**config.mk**
```make
export PLATFORM = sky130hd
export DESIGN_NAME = wb_initiator
export DESIGN_NICKNAME = d
export VERILOG_FILES = /design/src/rtl/wb_initiator_pkg.sv /design/src/rtl/wb_initiator_tmo_counter.sv /design/src/rtl/wb_initiator.sv
export SDC_FILE = /design/constraint.sdc
export NUM_CORES = 1
export LEC_CHECK = 0
export CAP_MARGIN = 25
export CORE_UTILIZATION = 36
export DETAILED_ROUTE_END_ITERATION = 16
export PLACE_DENSITY = 0.85
export SLEW_MARGIN = 15
export SYNTH_ARGS = -nofsm -noshare
export SYNTH_HDL_FRONTEND = slang
export SYNTH_SLANG_ARGS = --single-unit
```
**constraint.sdc**
```tcl
create_clock -name clk_i -period 2.1 [get_ports clk_i]
set_input_delay 0.42 -clock clk_i [delete_from_list [all_inputs] [get_ports clk_i]]
set_output_delay 0.42 -clock clk_i [all_outputs]
set_load 0.03 [all_outputs]
```
**src/rtl/wb_initiator_pkg.sv**
```systemverilog
// Shared types for the single-outstanding Wishbone pipelined initiator.
package wb_initiator_pkg;

  typedef enum logic [2:0] {
    IDLE,
    ADDR,
    DATA,
    GAP,
    RESP
  } state_t;

  typedef logic [1:0] status_t;

  localparam status_t ST_OK      = 2'b00;
  localparam status_t ST_ERR     = 2'b01;
  localparam status_t ST_TIMEOUT = 2'b10;
  localparam status_t ST_RETRY   = 2'b11;

endpackage

```
**src/rtl/wb_initiator_tmo_counter.sv**
```systemverilog
// Bus-cycle watchdog: counts cycles while enabled, flags the TIMEOUT-th cycle.
module wb_tmo_counter #(
  parameter int unsigned TIMEOUT = 255
) (
  input  logic clk,
  input  logic rst,
  input  logic clear,
  input  logic enable,
  output logic expired
);

  localparam int unsigned W = $clog2(TIMEOUT + 1);

  logic [W-1:0] count;

  always_ff @(posedge clk) begin
    if (rst || clear) begin
      count <= '0;
    end else if (enable) begin
      count <= count + W'(1);
    end
  end

  // Asserted during the last permitted cycle so the abort lands on its closing edge.
  assign expired = enable && (count == W'(TIMEOUT - 1));

endmodule

```
**src/rtl/wb_initiator.sv**
```systemverilog
// Single-outstanding Wishbone pipelined master: one command in, one bus cycle, one response out.
module wb_initiator
  import wb_initiator_pkg::*;
#(
  parameter int unsigned ADDR_WIDTH = 32,
  parameter int unsigned DATA_WIDTH = 32,
  parameter int unsigned TIMEOUT    = 255,
  parameter int unsigned MAX_RETRY  = 3
) (
  input  logic                    clk_i,
  input  logic                    rst_i,
  input  logic                    cmd_valid_i,
  output logic                    cmd_ready_o,
  input  logic                    cmd_we_i,
  input  logic [ADDR_WIDTH-1:0]   cmd_adr_i,
  input  logic [DATA_WIDTH-1:0]   cmd_dat_i,
  input  logic [DATA_WIDTH/8-1:0] cmd_sel_i,
  output logic                    rsp_valid_o,
  input  logic                    rsp_ready_i,
  output logic [DATA_WIDTH-1:0]   rsp_dat_o,
  output logic [1:0]              rsp_status_o,
  output logic                    busy_o,
  output logic                    wb_cyc_o,
  output logic                    wb_stb_o,
  output logic                    wb_we_o,
  output logic [ADDR_WIDTH-1:0]   wb_adr_o,
  output logic [DATA_WIDTH/8-1:0] wb_sel_o,
  output logic [DATA_WIDTH-1:0]   wb_dat_o,
  input  logic                    wb_ack_i,
  input  logic                    wb_err_i,
  input  logic                    wb_rty_i,
  input  logic                    wb_stall_i,
  input  logic [DATA_WIDTH-1:0]   wb_dat_i
);

  localparam int unsigned SEL_WIDTH = DATA_WIDTH / 8;
  localparam int unsigned RW        = (MAX_RETRY < 1) ? 1 : $clog2(MAX_RETRY + 1);

  state_t                state, state_next;
  logic                  we_q;
  logic [ADDR_WIDTH-1:0] adr_q;
  logic [DATA_WIDTH-1:0] dat_q;
  logic [SEL_WIDTH-1:0]  sel_q;
  logic [RW-1:0]         retry_cnt;
  logic [DATA_WIDTH-1:0] rsp_dat_q, rsp_dat_next;
  status_t               rsp_status_q, rsp_status_next;
  logic                  load_rsp, retry_inc, accept, live, in_bus, tmo_expired;

  assign in_bus = (state == ADDR) || (state == DATA);
  assign accept = (state == IDLE) && cmd_valid_i;
  // Terminations only count once the slave has taken the strobe.
  assign live   = ((state == ADDR) && !wb_stall_i) || (state == DATA);

  wb_tmo_counter #(
    .TIMEOUT(TIMEOUT)
  ) u_tmo (
    .clk     (clk_i),
    .rst     (rst_i),
    .clear   (!in_bus),
    .enable  (in_bus),
    .expired (tmo_expired)
  );

  always_comb begin
    state_next      = state;
    load_rsp        = 1'b0;
    retry_inc       = 1'b0;
    rsp_dat_next    = '0;
    rsp_status_next = ST_OK;
    case (state)
      IDLE: begin
        if (cmd_valid_i) state_next = ADDR;
      end
      ADDR, DATA: begin
        if (live && wb_err_i) begin
          state_next      = RESP;
          load_rsp        = 1'b1;
          rsp_status_next = ST_ERR;
        end else if (live && wb_rty_i) begin
          if (retry_cnt < RW'(MAX_RETRY)) begin
            state_next = GAP;
            retry_inc  = 1'b1;
          end else begin
            state_next      = RESP;
            load_rsp        = 1'b1;
            rsp_status_next = ST_RETRY;
          end
        end else if (live && wb_ack_i) begin
          state_next      = RESP;
          load_rsp        = 1'b1;
          rsp_status_next = ST_OK;
          rsp_dat_next    = we_q ? '0 : wb_dat_i;
        end else if (tmo_expired) begin
          state_next      = RESP;
          load_rsp        = 1'b1;
          rsp_status_next = ST_TIMEOUT;
        end else if ((state == ADDR) && !wb_stall_i) begin
          state_next = DATA;
        end
      end
      GAP: state_next = ADDR;
      RESP: begin
        if (rsp_ready_i) state_next = IDLE;
      end
      default: state_next = IDLE;
    endcase
  end

  always_ff @(posedge clk_i) begin
    if (rst_i) begin
      state        <= IDLE;
      we_q         <= 1'b0;
      adr_q        <= '0;
      dat_q        <= '0;
      sel_q        <= '0;
      retry_cnt    <= '0;
      rsp_dat_q    <= '0;
      rsp_status_q <= ST_OK;
    end else begin
      state <= state_next;
      if (accept) begin
        we_q      <= cmd_we_i;
        adr_q     <= cmd_adr_i;
        dat_q     <= cmd_dat_i;
        sel_q     <= cmd_sel_i;
        retry_cnt <= '0;
      end else if (retry_inc) begin
        retry_cnt <= retry_cnt + RW'(1);
      end
      if (load_rsp) begin
        rsp_dat_q    <= rsp_dat_next;
        rsp_status_q <= rsp_status_next;
      end
    end
  end

  assign cmd_ready_o  = (state == IDLE);
  assign busy_o       = (state != IDLE);
  assign rsp_valid_o  = (state == RESP);
  assign rsp_dat_o    = rsp_dat_q;
  assign rsp_status_o = rsp_status_q;
  assign wb_cyc_o     = in_bus;
  assign wb_stb_o     = (state == ADDR);
  assign wb_we_o      = we_q;
  assign wb_adr_o     = adr_q;
  assign wb_dat_o     = dat_q;
  assign wb_sel_o     = sel_q;

endmodule

```
==> impl_metrics.yaml <==
status:
  outcome: "finished clean"
timing:
  fin_crit_sh_pct: 99.3
  timing.clock.skew_ns: 0.0127
  max_slew_margin_pct: 69.8
  post-route-worst-setup-slack_ns: 0.0151
  setup_violations: 0
  max_clock_freq_mhz: 480
  layout_min_cycle_time_ns: 2.08
  grt_setup_unrepaired: "yes"
  worst_pin_slew_ns: 0.453
  maxSlewViolCount: 0
  final_report_hold_violation_count: 0
die:
  floorplan.die.height_um: 110
  ios: 217
  die-area_sq_mm: 0.0120
  row_count: 38
  starting_density_pct: 37.7
  coreArea_sq_mm: 0.0110
  dieWidth_um: 110
cts:
  clock_tree_root_buffer_cell: "clkbuf_16"
  clkSlewWorstSetupHoldPaths_ns: 0.05
  tritoncts_num_sinks: 116
  worstSkewPairLatency_ns: 0.42
  max-clock-path-buffers: 2
  total_cts_buffers: 17
  cts_htree_levels: 4
  tritoncts: "yes"
pwr:
  total_leakage_power_nw: 2.76
  power.ir.vdd_worst_mv: 0.729
  pwr_density_cell_mw_per_mm2: 1280
drt:
  drt_iter0_markers: 174
  routed-via-count: 4197
  detail_route.first_pass.iterations: 4
  drt_wl_cell_um: 14.7
  totalWireLength_um: 12400
  drt_drc_violations_left: 0
  ant_nets: 0
  routed_via_density: 4.94
setup_path:
  worst-endpoint-arrival_ns: 2.38
  worst-endpoint-required_ns: 2.40
  cp-end-kind: "flip-flop"
  critPathMaxStageDelay_ns: 0.42
  crit_fanout: 23
  critical_path.startpoint_type: "flip-flop"
  crit_path_top_delay_cell: "a2111oi_4"
  worstPathCellList: "buf_4, or2b_1, a2111oi_4, o22a_2, a211oi_4, buf_6, a22o_2"
  class_of_the_most_critical_setup_path: "flip-flop to flip-flop"
logic_synthesis:
  synth_seq_cells: 116
  synthDistinctLibCells: 35
  post_synth.cell_area_avg_sq_um: 8.91
  mappedNetlistNets: 579
  synthCells: 467
  seq_area_frac_synth_pct: 55.8
  yosys_warnings: 0
  netlist_area_sq_mm: 0.00416
hold_path:
  holdCritPathClass: "flip-flop to flip-flop"
global_routing:
  wire_length_of_the_first_global_routing_pass_um: 18800
  grt.overflow.total: 0
  grt_max_degree: 57
  grt_pass1_vias: 4087
  groute.usage.overall_pct: 20.6
  grt_antenna_before_repair: 0
placed_design:
  dp_cells: 816
  place.detailed.hpwl_um: 8880
  finalWeightedCongestion: 0.907
  portBuffers: 216
  pre_cts_ws_ns: -0.581
finish:
  syn2layout_area_growth_pct: 74.8
  fraction_of_layout_cells_with_a_size_suffix_above_1_pct: 14.1
  final_nets: 808
  final_cells: 849
  diodes: 0
run:
  max_cap_violations: 0
[cell usage in the layout, fill, tap and decap left out, drive strengths merged, types with 2 or more instances in the layout]
master,Yosys,final
mux2i,2,2
nand2b,6,6
nor3,5,5
clkdlybuf4s50,0,210
nor2,16,16
nand3,3,3
clkbuf,29,25
a22o,32,32
dfxtp,116,116
and2,2,2
xnor2,5,5
a211oi,5,5
a21o,2,2
xor2,2,2
dlygate4sd2,0,2
inv,4,4
o22a,2,2
ha,3,3
bufinv,0,5
nand2,142,142
a21oi,75,75
clkinv,0,3
buf,4,29
[what timing repair did]
| item | 4_1_cts | 5_1_grt |
|---|---|---|
| pin swaps | 1 | 1 |
| gates resized for setup | 10 | 8 |
| endpoints found under the setup margin | 39 | 38 |
| hold buffers | 0 | 0 |
| buffers inserted | 1 | 0 |
| endpoints found under the hold margin | 0 | 0 |
[logic make-up (layout without fill, tap and decap cells)]
family                   after synthesis  count (layout)  share of synthesized area [%]
adder cells (fa/ha/maj)                3               3                          0.902
multiplexers                           2               2                          0.481
flip-flops                           116             116                           55.8
AND/OR/NAND/NOR                      180             180                           17.5
buffers and inverters                 37             279                           3.91
AO/OA/AOI/OAI                        122             122                           19.9
XOR/XNOR                               7               7                           1.47
[critical path: cells and delay by family (launching register included)]
kind,cells,cell delay [ns]
compound gates,4,1.00
flops,1,0.32
buf+inv,2,0.32
simple gates,1,0.31
[sequential cells by signal, indices dropped and copies added (netlist names)]
signal and count:
retry_cnt 2, wb_dat_o 32, u_tmo.count 8, wb_we_o 1, rsp_status_o 2, wb_sel_o 4, wb_adr_o 32, rsp_dat_o 32
state 3
[where the power goes]
group,leakage (nW),switching [mW],internal (mW),total (mW)
logic,1.49,1.95,1.37,3.32
registers,0.945,0.217,2.57,2.78
clock network,0.323,0.989,2.22,3.21
total,2.76,3.16,6.16,9.31
[final cells by class]
type,count,area (sq um)
inverters,4,15.0
fillers,835,3760
well taps,140,175
flip-flops and latches,116,2320
multi-input cells,314,1720
repair buffers,243,2380
clock buffers,23,488
clock inverters,9,173
[per-layer routing]
layer	up-vias	track usage, %	part of all wire, %
li1	2026	-	-
met1	1965	20.2	37
met2	183	35.9	50
met3	23	10.3	11
met4	0	10.6	2.4
met5	-	0	0
[Yosys cell counts (all sizes together)]
cell type	number	area [sq um]
or4	1	7.51
and3	1	6.26
nor2	16	60.1
a21oi	75	375
o21a	1	7.51
o31ai	1	7.51
a211oi	5	50.1
o41a	1	11.3
nor3b	1	7.51
o21bai	1	7.51
xnor2	5	43.8
a2111oi	1	15.0
nand2	142	533
a21o	2	15.0
nand2b	6	37.5
or3b	1	8.76
or2b	1	7.51
nor3	5	25.0
o21ai	1	5.00
nand3	3	15.0
mux2i	2	20.0
inv	4	15.0
o22a	2	18.8
and2	2	12.5
dfxtp	116	2320
xor2	2	17.5
buf	4	38.8
clkbuf	29	109
ha	3	37.5
nand4	1	6.26
a22o	32	317
[through the flow]
step | TNS [ns] | util, % | area (sq um) | power [mW] | hold WS, ns
after global placement | -29.70 | 59.7 | 6580 | 6.02 | 0.441
after CTS | -0.459 | 65.9 | 7260 | 9.36 | 0.453
final | 0 | 65.9 | 7270 | 9.31 | 0.451
after detailed placement | -17.98 | 59.8 | 6590 | 6.14 | 0.446
after floorplan | 0 | - | 4170 | 4.68 | 0.430
after global routing | -1.76 | 65.9 | 7270 | 9.73 | 0.470
[path summary, 6_finish.rpt]
check	from	endpoint	slack (ns)	cells after the start
min reg2reg	wb_dat_o[22]$_SDFFE_PP0P_	wb_dat_o[22]$_SDFFE_PP0P_	0.45	2
max reg2reg	state[1]$_SDFFE_PP0P_	rsp_dat_o[22]$_SDFFE_PP0P_	0.02	7
max	state[1]$_SDFFE_PP0P_	rsp_dat_o[22]$_SDFFE_PP0P_	0.02	7
min	wb_dat_o[22]$_SDFFE_PP0P_	wb_dat_o[22]$_SDFFE_PP0P_	0.45	2
Power figures use the tool's default switching activity.
